[config.mk]
export PLATFORM = sky130hd
export DESIGN_NAME = sram_1rw_arbiter_flat
export DESIGN_NICKNAME = d
export VERILOG_FILES = /design/src/rtl/sram_1rw_arbiter_pkg.sv /design/src/rtl/sram_1rw_arbiter_if.sv /design/src/rtl/sram_1rw_arbiter_rr_arbiter.sv /design/src/rtl/sram_1rw_arbiter.sv /design/src/flat_wrapper.sv
export SDC_FILE = /design/constraint.sdc
export NUM_CORES = 1
export LEC_CHECK = 0
export ABC_AREA = 1
export CORE_MARGIN = 8
export CORE_UTILIZATION = 36
export DETAILED_ROUTE_END_ITERATION = 16
export DONT_BUFFER_PORTS = 1
export PLACE_DENSITY_LB_ADDON = 0.2
export SYNTH_ARGS = -nofsm -noshare
export SYNTH_HDL_FRONTEND = slang
export SYNTH_SLANG_ARGS = --single-unit
[constraint.sdc]
create_clock -name clk0 -period 1.01 [get_ports clk0]
set_input_delay 0.1515 -clock clk0 [delete_from_list [all_inputs] [get_ports clk0]]
set_output_delay 0.1515 -clock clk0 [all_outputs]
set_load 0.05 [all_outputs]
[src/rtl/sram_1rw_arbiter_pkg.sv]
// Shared definitions for the single-port SRAM arbiter: tag width helpers
// and the fixed read latency of the macro path.
package sram_ctrl_pkg;

  // Posedges from request accept to capture of dout0 into the response register.
  localparam int RD_LATENCY = 2;

  function automatic int clog2(input int n);
    int r;
    r = 0;
    while ((1 << r) < n) r++;
    return r;
  endfunction

  // Tag width for n requesters; never narrower than one bit.
  function automatic int id_width(input int n);
    return (clog2(n) < 1) ? 1 : clog2(n);
  endfunction

endpackage

[src/rtl/sram_1rw_arbiter_if.sv]
// Client-side bus of the arbiter: per-requester valid/ready request
// channel plus the shared tagged read-response channel.
interface sram_1rw_arbiter_if
  import sram_ctrl_pkg::*;
#(
  parameter int NUM_REQ    = 2,
  parameter int DATA_WIDTH = 2,
  parameter int ADDR_WIDTH = 4
);
  localparam int ID_WIDTH = id_width(NUM_REQ);

  logic [NUM_REQ-1:0]            req_valid;
  logic [NUM_REQ-1:0]            req_ready;
  logic [NUM_REQ-1:0]            req_we;
  logic [NUM_REQ*ADDR_WIDTH-1:0] req_addr;
  logic [NUM_REQ*DATA_WIDTH-1:0] req_wdata;
  logic                          rsp_valid;
  logic [ID_WIDTH-1:0]           rsp_id;
  logic [DATA_WIDTH-1:0]         rsp_rdata;

  // Client logic drives requests and consumes responses.
  modport master (
    output req_valid, req_we, req_addr, req_wdata,
    input  req_ready, rsp_valid, rsp_id, rsp_rdata
  );

  // The arbiter accepts requests and produces responses.
  modport slave (
    input  req_valid, req_we, req_addr, req_wdata,
    output req_ready, rsp_valid, rsp_id, rsp_rdata
  );
endinterface

[src/rtl/sram_1rw_arbiter_rr_arbiter.sv]
// Round-robin arbiter: grants the first requester at or after the rotating
// pointer; the pointer moves past the winner only when the grant is taken.
module rr_arbiter
  import sram_ctrl_pkg::*;
#(
  parameter int N = 2
) (
  input  logic                   clk0,
  input  logic                   rst0_n,
  input  logic [N-1:0]           i_req,
  input  logic                   i_advance,
  output logic [N-1:0]           o_grant,
  output logic [id_width(N)-1:0] o_win
);
  localparam int PW = id_width(N);

  logic [PW-1:0] r_ptr;
  logic [N-1:0]  w_grant;
  logic [PW-1:0] w_win;

  // Scan from the farthest offset back to the pointer so the closest requester wins.
  always_comb begin
    w_grant = '0;
    w_win   = '0;
    for (int k = N - 1; k >= 0; k--) begin
      if (i_req[(int'(r_ptr) + k) % N]) begin
        w_grant = '0;
        w_grant[(int'(r_ptr) + k) % N] = 1'b1;
        w_win = PW'((int'(r_ptr) + k) % N);
      end
    end
  end

  // Pointer moves to the requester after the one just accepted.
  always_ff @(posedge clk0 or negedge rst0_n) begin
    if (!rst0_n) begin
      r_ptr <= '0;
    end else if (i_advance) begin
      r_ptr <= (int'(w_win) == N - 1) ? '0 : w_win + 1'b1;
    end
  end

  assign o_grant = w_grant;
  assign o_win   = w_win;
endmodule

[src/rtl/sram_1rw_arbiter.sv]
// Shares one 1RW SRAM macro port among NUM_REQ requesters. Macro controls
// are registered at accept; read tags ride a short pipeline alongside the
// macro access and meet dout0 in the response register.
module sram_1rw_arbiter
  import sram_ctrl_pkg::*;
#(
  parameter int NUM_REQ    = 2,
  parameter int DATA_WIDTH = 2,
  parameter int ADDR_WIDTH = 4
) (
  input  logic                  clk0,
  input  logic                  rst0_n,
  sram_1rw_arbiter_if.slave     bus,
  output logic                  csb0,
  output logic                  web0,
  output logic [ADDR_WIDTH-1:0] addr0,
  output logic [DATA_WIDTH-1:0] din0,
  input  logic [DATA_WIDTH-1:0] dout0
);
  localparam int ID_WIDTH = id_width(NUM_REQ);

  logic [NUM_REQ-1:0]    w_grant;
  logic [ID_WIDTH-1:0]   w_win;
  logic                  w_acc;
  logic                  w_rd_acc;
  logic [RD_LATENCY-1:0] r_vld_p;
  logic [ID_WIDTH-1:0]   r_id_p [RD_LATENCY];

  rr_arbiter #(.N(NUM_REQ)) u_arb (
    .clk0      (clk0),
    .rst0_n    (rst0_n),
    .i_req     (bus.req_valid),
    .i_advance (w_acc),
    .o_grant   (w_grant),
    .o_win     (w_win)
  );

  // Nothing is granted while reset is held.
  assign bus.req_ready = rst0_n ? w_grant : '0;
  assign w_acc         = |bus.req_ready;
  assign w_rd_acc      = w_acc & ~bus.req_we[w_win];

  // Issue stage: present the accepted request to the macro; idle keeps addr/din.
  always_ff @(posedge clk0 or negedge rst0_n) begin
    if (!rst0_n) begin
      csb0  <= 1'b1;
      web0  <= 1'b1;
      addr0 <= '0;
      din0  <= '0;
    end else if (w_acc) begin
      csb0  <= 1'b0;
      web0  <= ~bus.req_we[w_win];
      addr0 <= bus.req_addr[w_win*ADDR_WIDTH +: ADDR_WIDTH];
      din0  <= bus.req_wdata[w_win*DATA_WIDTH +: DATA_WIDTH];
    end else begin
      csb0  <= 1'b1;
      web0  <= 1'b1;
    end
  end

  // Read tag pipeline: stage 0 at accept, last stage lines up with valid dout0.
  always_ff @(posedge clk0 or negedge rst0_n) begin
    if (!rst0_n) begin
      r_vld_p <= '0;
      for (int i = 0; i < RD_LATENCY; i++) r_id_p[i] <= '0;
    end else begin
      r_vld_p   <= {r_vld_p[RD_LATENCY-2:0], w_rd_acc};
      r_id_p[0] <= w_win;
      for (int i = 1; i < RD_LATENCY; i++) r_id_p[i] <= r_id_p[i-1];
    end
  end

  // Response stage: one-cycle pulse carrying the macro read data and its owner.
  always_ff @(posedge clk0 or negedge rst0_n) begin
    if (!rst0_n) begin
      bus.rsp_valid <= 1'b0;
      bus.rsp_id    <= '0;
      bus.rsp_rdata <= '0;
    end else begin
      bus.rsp_valid <= r_vld_p[RD_LATENCY-1];
      if (r_vld_p[RD_LATENCY-1]) begin
        bus.rsp_id    <= r_id_p[RD_LATENCY-1];
        bus.rsp_rdata <= dout0;
      end
    end
  end
endmodule

[src/flat_wrapper.sv]
// flat-port wrapper written by rule: the top's interface ports become plain ports
module sram_1rw_arbiter_flat import sram_ctrl_pkg::*;
#(
  parameter int NUM_REQ    = 2,
  parameter int DATA_WIDTH = 2,
  parameter int ADDR_WIDTH = 4
)
  (clk0, rst0_n, csb0, web0, addr0, din0, dout0, bus_req_valid, bus_req_we, bus_req_addr, bus_req_wdata, bus_req_ready, bus_rsp_valid, bus_rsp_id, bus_rsp_rdata);
  sram_1rw_arbiter_if #(.NUM_REQ(NUM_REQ), .DATA_WIDTH(DATA_WIDTH), .ADDR_WIDTH(ADDR_WIDTH)) bus_i ();
  input  logic clk0;
  input  logic rst0_n;
  output logic csb0;
  output logic web0;
  output logic [ADDR_WIDTH-1:0] addr0;
  output logic [DATA_WIDTH-1:0] din0;
  input  logic [DATA_WIDTH-1:0] dout0;
  input wire logic [$bits(bus_i.req_valid)-1:0] bus_req_valid;
  input wire logic [$bits(bus_i.req_we)-1:0] bus_req_we;
  input wire logic [$bits(bus_i.req_addr)-1:0] bus_req_addr;
  input wire logic [$bits(bus_i.req_wdata)-1:0] bus_req_wdata;
  output wire logic [$bits(bus_i.req_ready)-1:0] bus_req_ready;
  output wire logic [$bits(bus_i.rsp_valid)-1:0] bus_rsp_valid;
  output wire logic [$bits(bus_i.rsp_id)-1:0] bus_rsp_id;
  output wire logic [$bits(bus_i.rsp_rdata)-1:0] bus_rsp_rdata;
  assign bus_i.req_valid = bus_req_valid;
  assign bus_i.req_we = bus_req_we;
  assign bus_i.req_addr = bus_req_addr;
  assign bus_i.req_wdata = bus_req_wdata;
  assign bus_req_ready = bus_i.req_ready;
  assign bus_rsp_valid = bus_i.rsp_valid;
  assign bus_rsp_id = bus_i.rsp_id;
  assign bus_rsp_rdata = bus_i.rsp_rdata;
  sram_1rw_arbiter #(.NUM_REQ(NUM_REQ), .DATA_WIDTH(DATA_WIDTH), .ADDR_WIDTH(ADDR_WIDTH)) u_core (.clk0(clk0), .rst0_n(rst0_n), .bus(bus_i), .csb0(csb0), .web0(web0), .addr0(addr0), .din0(din0), .dout0(dout0));
endmodule
==> summary.txt, run 1 <==
GRT
  – Vias in the first global route: 685
  – Met2 Use GR: 19.16%
  – Met3 Resource Use GR: 2.754%
  – Initial antenna violation count: 0
  – Global Route met1 Usage: 13.47%
  – Global Route Usage Sum: 11.69%
  – Most used routing layer: met2
  – Remaining global-route overflow: 0
  – First-pass GRT wire length: 3201 um
  – Maximum number of pins on one net before global-route repair: 18

STA
  – Relative max-transition margin: 47.60%
  – Max Clock Freq: 730.4 MHz
  – Final Max Slew Viols: 0
  – Worst-Margin Slew: 0.7834 ns
  – Unrepaired setup endpoints after global routing: yes
  – Setup TNS: -3.310 ns
  – Final Skew: 0.0006850 ns
  – Minimum clock period: 1.369 ns
  – Min Hold Slack: 0.02180 ns
  – Endpoints failing hold: 0
  – Final setup fails: 16
  – PnR worst setup slack: -0.3592 ns
  – Period utilisation layout: 135.6%

Setup path
  – FF-to-FF End: u_core.addr0[0]$_DFFE_PN0P_
  – Crit-path max FO: 4
  – Required @ worst endpoint: 0.86 ns
  – Most used cell, CP: nand2_8
  – Worst r2r path cells: 8
  – Crit end category: primary output
  – WP buf/inv: 1
  – Slowest-stage cell, CP: dfrtp_1
  – Worst setup SP type: register
  – R2R Setup Slk: -0.29 ns
  – Reg-to-reg startpoint: u_core.u_arb.r_ptr$_DFFE_PN0P_
  – Crit path largest cell delay: 0.43 ns
  – CP Cell Sequence: nand2_4 -> nand2_8 -> nand2_8 -> clkinvlp_4
  – Setup CP Type: register to primary output
  – Worst endpoint data arrival time: 1.22 ns
  – Kind of cell adding the most delay to the critical path: flip-flops

Hold path
  – Worst hold path depth: 3
  – Hold Crit Class: primary input to register
  – Hold path endpoint: u_core.web0$_DFF_PN1_
  – Min-delay src: bus_req_we[1]

Clocking
  – Sink Count: 17
  – Longest Clk Path Bufs: 2
  – CTS tree: yes
  – Reg clk slew, reported paths: 0.10 ns
  – Clock latency on the worst-skew pair: 0.28 ns
  – Num CTS Buffers: 3
  – Root Driver: clkbuf_4
  – Max H-tree Level: 1

Die
  – Die ar.: 3694 um^2
  – Starting Density: 37.57%
  – I/O pin count: 34
  – Die X-Extent: 60.78 um
  – Die Ht: 60.78 um
  – Core area: 1922 um^2
  – # rows: 16

Finish
  – # diodes: 0
  – Fin area: 1204 um^2
  – Most frequent cells in the layout: nand2_1, buf_4, dfrtp_1
  – Share of cells above drive strength 1: 52.68%
  – Fin nets: 133
  – Layout filler cell count: 169
  – Commonest non-fill, non-tap cell in the layout: nand2_1
  – Area grow syn2layout: 66.72%

Place
  – Cell Area, Placed: 897.1 um^2
  – Buffers on Ports: 0
  – Gp weighted congestion: 0.8135
  – Hpwl dp: 1338 um

Route
  – Total number of vias: 669
  – Routed length per placed instance: 15.12 um
  – Final WL: 2102 um
  – Iteration-0 DRC Markers: 2
  – Vias/cell: 4.813
  – Router iterations before antenna repair: 3
  – DRC errors left: 0
  – Antenna viol nets, final: 0

Synth
  – Post-Synth Adder-Cell Area: 0%
  – Sequential area share after synthesis: 59.27%
  – Post-synth top area share: 51.99%
  – Synth warn: 0
  – Combinational family with the most area after synthesis: simple AND/OR/NAND/NOR gates
  – XOR/XNOR Fraction of Synth Area: 0%
  – Simple-Gate Fraction of Synth Area: 32.93%
  – Mux cell area share after synthesis: 4.679%
  – Mapped Area: 721.9 um^2
  – Post-synth cell types: 10
  – Syn avg cell area: 9.626 um^2
  – Syn Inst Count: 75
  – Post-synth top area cell: dfrtp_1
  – Synthesized Nets: 95
  – Synth top area cells: dfrtp_1, nand2_1, nand3_1
  – Synth Area in Compound Gates: 0%
  – Synth Register Bits: 17

Pwr
  – Leak: 0.6023 nW
  – Power density cells: 2175 nW/um^2
  – Maximum vdd drop: 1.115 mV

Flow run
  – Max Cap Violations: 0

Outcome
  – Status: complete, but fails checks
  – Failing checks: setup timing
[synthesized netlist by cell type, drive strengths merged]
library cell,instances
nand2,34
dfrtp,15
nand3,14
inv,6
mux2,3
dfstp,2
nand3b,1
[where the power goes]
part           internal (mW)  switching (mW)
Sequential             0.839           0.138
Clock                  0.147           0.202
Combinational          0.539           0.753
Total                   1.52            1.09
[kinds of logic (layout without fill, tap and decap cells)]
kind of cell | after synthesis | after routing
DFF | 17 | 17
muxes | 3 | 3
and+or+nand+nor | 49 | 50
buffers and inverters | 6 | 42
[sequential cells by signal, indices dropped and copies added (netlist names)]
signal and flops:
u_core.csb0 1, u_core.addr0 4, u_core.bus.rsp_valid 1, u_core.u_arb.r_ptr 1
u_core.bus.rsp_id 1, u_core.r_id_p 2, u_core.web0 1, u_core.r_vld_p 2
u_core.bus.rsp_rdata 2, u_core.din0 2
[worst register-to-register path, delay by kind of cell, from the launching register on]
family        cells  cell delay [ns]
simple gates      5             0.38
flops             1             0.42
buf+inv           3             0.39
[what timing repair did]
item                                   in CTS  in global routing
gates cloned                                0                  1
pin swaps                                   4                  6
endpoints found under the hold margin      17                  2
setup buffers                              10                  6
hold buffers                                1                  2
gates resized for setup                    16                 17
setup endpoints to repair                  23                 25
[routing by layer]
layer  up-vias  wire length [um]  share of wire (%)
met1       326               838                 40
met3         2               128                6.1
met5         -                 0                  0
met4         0                27                1.3
li1        317                 -                  -
met2        24              1107                 53
[final cells by class]
cell class | count | area (um^2) | area share, %
Sequential cell | 17 | 427.9 | 35.55
Clock buffer | 3 | 22.52 | 1.871
Clock inverter | 1 | 5.005 | 0.4158
Timing Repair Buffer | 32 | 304.0 | 25.26
Tap cell | 27 | 33.78 | 2.807
Multi-Input combinational cell | 53 | 380.4 | 31.60
Inverter | 6 | 30.03 | 2.495
[how the worst max path moves through the flow]
stage / start / to / depth (start not counted)
after floorplan: u_core.u_arb.r_ptr$_DFFE_PN0P_ / bus_req_ready[0] / 3
after global placement: u_core.u_arb.r_ptr$_DFFE_PN0P_ / bus_req_ready[0] / 3
after detailed placement: u_core.u_arb.r_ptr$_DFFE_PN0P_ / bus_req_ready[0] / 3
after CTS: u_core.u_arb.r_ptr$_DFFE_PN0P_ / bus_req_ready[1] / 4
after global routing: u_core.u_arb.r_ptr$_DFFE_PN0P_ / bus_req_ready[1] / 4
final: u_core.u_arb.r_ptr$_DFFE_PN0P_ / bus_req_ready[1] / 4
[metrics by stage]
| stage | util, % | power, mW | worst slack (ns) | std cells |
|---|---|---|---|---|
| floorplan | - | 1.617 | -0.08805 | 75 |
| global placement | 46.68 | 1.901 | -0.09926 | 118 |
| detailed placement | 46.68 | 1.914 | -0.1409 | 118 |
| CTS | 55.73 | 2.494 | -0.3703 | 131 |
| global route | 62.63 | 2.775 | -0.4052 | 139 |
| finish | 62.63 | 2.617 | -0.3592 | 139 |
Note: power is estimated with default switching activity, not from simulation.
==> inputs of run 2 (changes only) <==
GPL_ROUTABILITY_DRIVEN = 0   (was default)
==> results of run 2 <==
Same layout as run 1: the final DEF is identical, and so are final timing and power.
==> inputs of run 3 (changes only) <==
CORE_MARGIN = default   (was 8)
clock period = 1.4 ns   (was 1.01 ns; I/O delays follow)
==> run 3 against run 2 <==
- the flow now finishes without violations
- worst setup slack improved by 0.41 ns
- first-iteration DRC count rose to 3.0 times the previous value
- flip-flop and latch count did not move
- utilization fell by 11 points
- clock power fell by 21%
- routed wire length fell by 31%
- combinational power fell by 61%
- non-clock buffer count fell by 18
- cell count fell by 15%
- global-route usage rose by 3.1 points
- die area fell by 41%
==> summary.txt, run 3 (synthesized netlist as in run 1, its figures left out) <==
Clocking
  – Num CTS Buffers: 3
  – Max H-tree Level: 1
  – CTS tree: yes
  – Reg clk slew, reported paths: 0.10 ns
  – Longest Clk Path Bufs: 2
  – Clock latency on the worst-skew pair: 0.30 ns
  – Sink Count: 17
  – Root Driver: clkbuf_4

STA
  – Relative max-transition margin: 50.60%
  – Worst-Margin Slew: 0.7385 ns
  – Setup TNS: 0 ns
  – Endpoints failing hold: 0
  – Max Clock Freq: 740.6 MHz
  – PnR worst setup slack: 0.04975 ns
  – Final Skew: 0.002573 ns
  – Min Hold Slack: 0.05444 ns
  – Minimum clock period: 1.350 ns
  – Unrepaired setup endpoints after global routing: no
  – Final setup fails: 0
  – Period utilisation layout: 96.45%
  – Final Max Slew Viols: 0

Route
  – Total number of vias: 530
  – Vias/cell: 4.492
  – Iteration-0 DRC Markers: 6
  – Router iterations before antenna repair: 3
  – Routed length per placed instance: 12.36 um
  – Antenna viol nets, final: 0
  – DRC errors left: 0
  – Final WL: 1459 um

Finish
  – Fin nets: 114
  – Max reg flops: 4
  – Most flop-heavy register: u_core.addr0
  – Share of cells above drive strength 1: 32.26%
  – Finished Core Util: 52.08%
  – Commonest non-fill, non-tap cell in the layout: nand2_1
  – Fin area: 938.4 um^2
  – Area grow syn2layout: 29.98%
  – Most frequent cells in the layout: nand2_1, dfrtp_1, nand3_1
  – # diodes: 0
  – Layout filler cell count: 182
  – Layout Cells excl Fill: 118

Die
  – Die Ht: 46.78 um
  – Starting Density: 40.07%
  – # rows: 15
  – Core area: 1802 um^2
  – Die X-Extent: 46.78 um
  – I/O pin count: 34
  – Die ar.: 2188 um^2

Pwr
  – Leak: 0.4929 nW
  – Total power: 1.610 mW
  – Power density cells: 1715 nW/um^2
  – Maximum vdd drop: 0.6635 mV

Setup path
  – Required @ worst endpoint: 1.19 ns
  – Crit end category: primary output
  – CP Cell Sequence: nand2_4 -> nand2_8 -> nand2_8 -> inv_2 -> buf_12
  – Setup CP Type: register to primary output
  – Worst endpoint data arrival time: 1.14 ns
  – Most used cell, CP: nand2_8
  – Worst setup SP type: register
  – Crit-path max FO: 3
  – Slowest-stage cell, CP: dfrtp_1
  – Crit path largest cell delay: 0.42 ns
  – WP buf/inv: 2
  – Kind of cell adding the most delay to the critical path: flip-flops

Flow run
  – Max Cap Violations: 0

Place
  – Hpwl dp: 973.1 um
  – Buffers on Ports: 0
  – Placed Cells: 107
  – Cell Area, Placed: 830.8 um^2
  – Setup WS pre-CTS: 0.1481 ns

GRT
  – Vias in the first global route: 476
  – Remaining global-route overflow: 0
  – Global Route Usage Sum: 14.84%
  – First-pass GRT wire length: 2180 um
  – Initial antenna violation count: 0
  – Maximum number of pins on one net before global-route repair: 18

Outcome
  – Status: finished clean

Hold path
  – Hold Crit Class: primary input to register
==> run 3: cell count changes in the layout (fill, tap and decap cells not counted), moves of 4 or more <==
cell / delta
buf_6: -13
nand3_1: +6
nand2_1: +5
nand2_2: -5
buf_4: -4
nand3_2: -4
==> run 3: final cells by class <==
| class | count | area, um^2 | area share [%] |
|---|---|---|---|
| inverter | 6 | 22.52 | 2.400 |
| sequential | 17 | 427.9 | 45.60 |
| tap | 25 | 31.28 | 3.333 |
| clock buffer | 3 | 22.52 | 2.400 |
| clock inverter | 1 | 7.507 | 0.8000 |
| multi-input combinational | 52 | 294.0 | 31.33 |
| timing repair buffer | 14 | 132.6 | 14.13 |
==> run 3: path summary, 6_finish.rpt <==
kind | start | to | slack, ns | cells past startpoint
max | u_core.u_arb.r_ptr$_DFFE_PN0P_ | bus_req_ready[1] | 0.05 | 5
max reg2reg | u_core.u_arb.r_ptr$_DFFE_PN0P_ | u_core.addr0[0]$_DFFE_PN0P_ | 0.27 | 7
min in group asynchronous | rst0_n | u_core.bus.rsp_valid$_DFF_PN0_ | 0.41 | 1
max in group asynchronous | rst0_n | u_core.addr0[3]$_DFFE_PN0P_ | 0.53 | 1
min | dout0[1] | u_core.bus.rsp_rdata[1]$_DFFE_PN0P_ | 0.05 | 1
min reg2reg | u_core.r_id_p[1]$_DFF_PN0_ | u_core.r_id_p[0]$_DFF_PN0_ | 0.36 | 0
==> run 3: layer usage <==
metal | track usage (%) | up-vias | share of wire [%]
met5 | 0 | - | 0
met4 | 8.571 | 0 | 2.0
met3 | 3.462 | 3 | 7.0
met2 | 21.39 | 24 | 48
met1 | 20.39 | 228 | 43
li1 | - | 275 | -
==> run 3: repair_timing <==
item | 4_1_cts | 5_1_grt
hold buffers | 1 | 0
hold endpoints to repair | 17 | 0
cloned | 0 | 0
endpoints found under the setup margin | 2 | 2
setup buffers | 5 | 1
pin swaps | 2 | 3
resized for setup | 3 | 2
==> run 3: report_power, final <==
part	leakage [nW]	switching, mW	internal (mW)
Sequential	0.207	0.229	0.602
Combinational	0.272	0.314	0.191
Clock	0.0139	0.165	0.109
Total	0.493	0.708	0.901
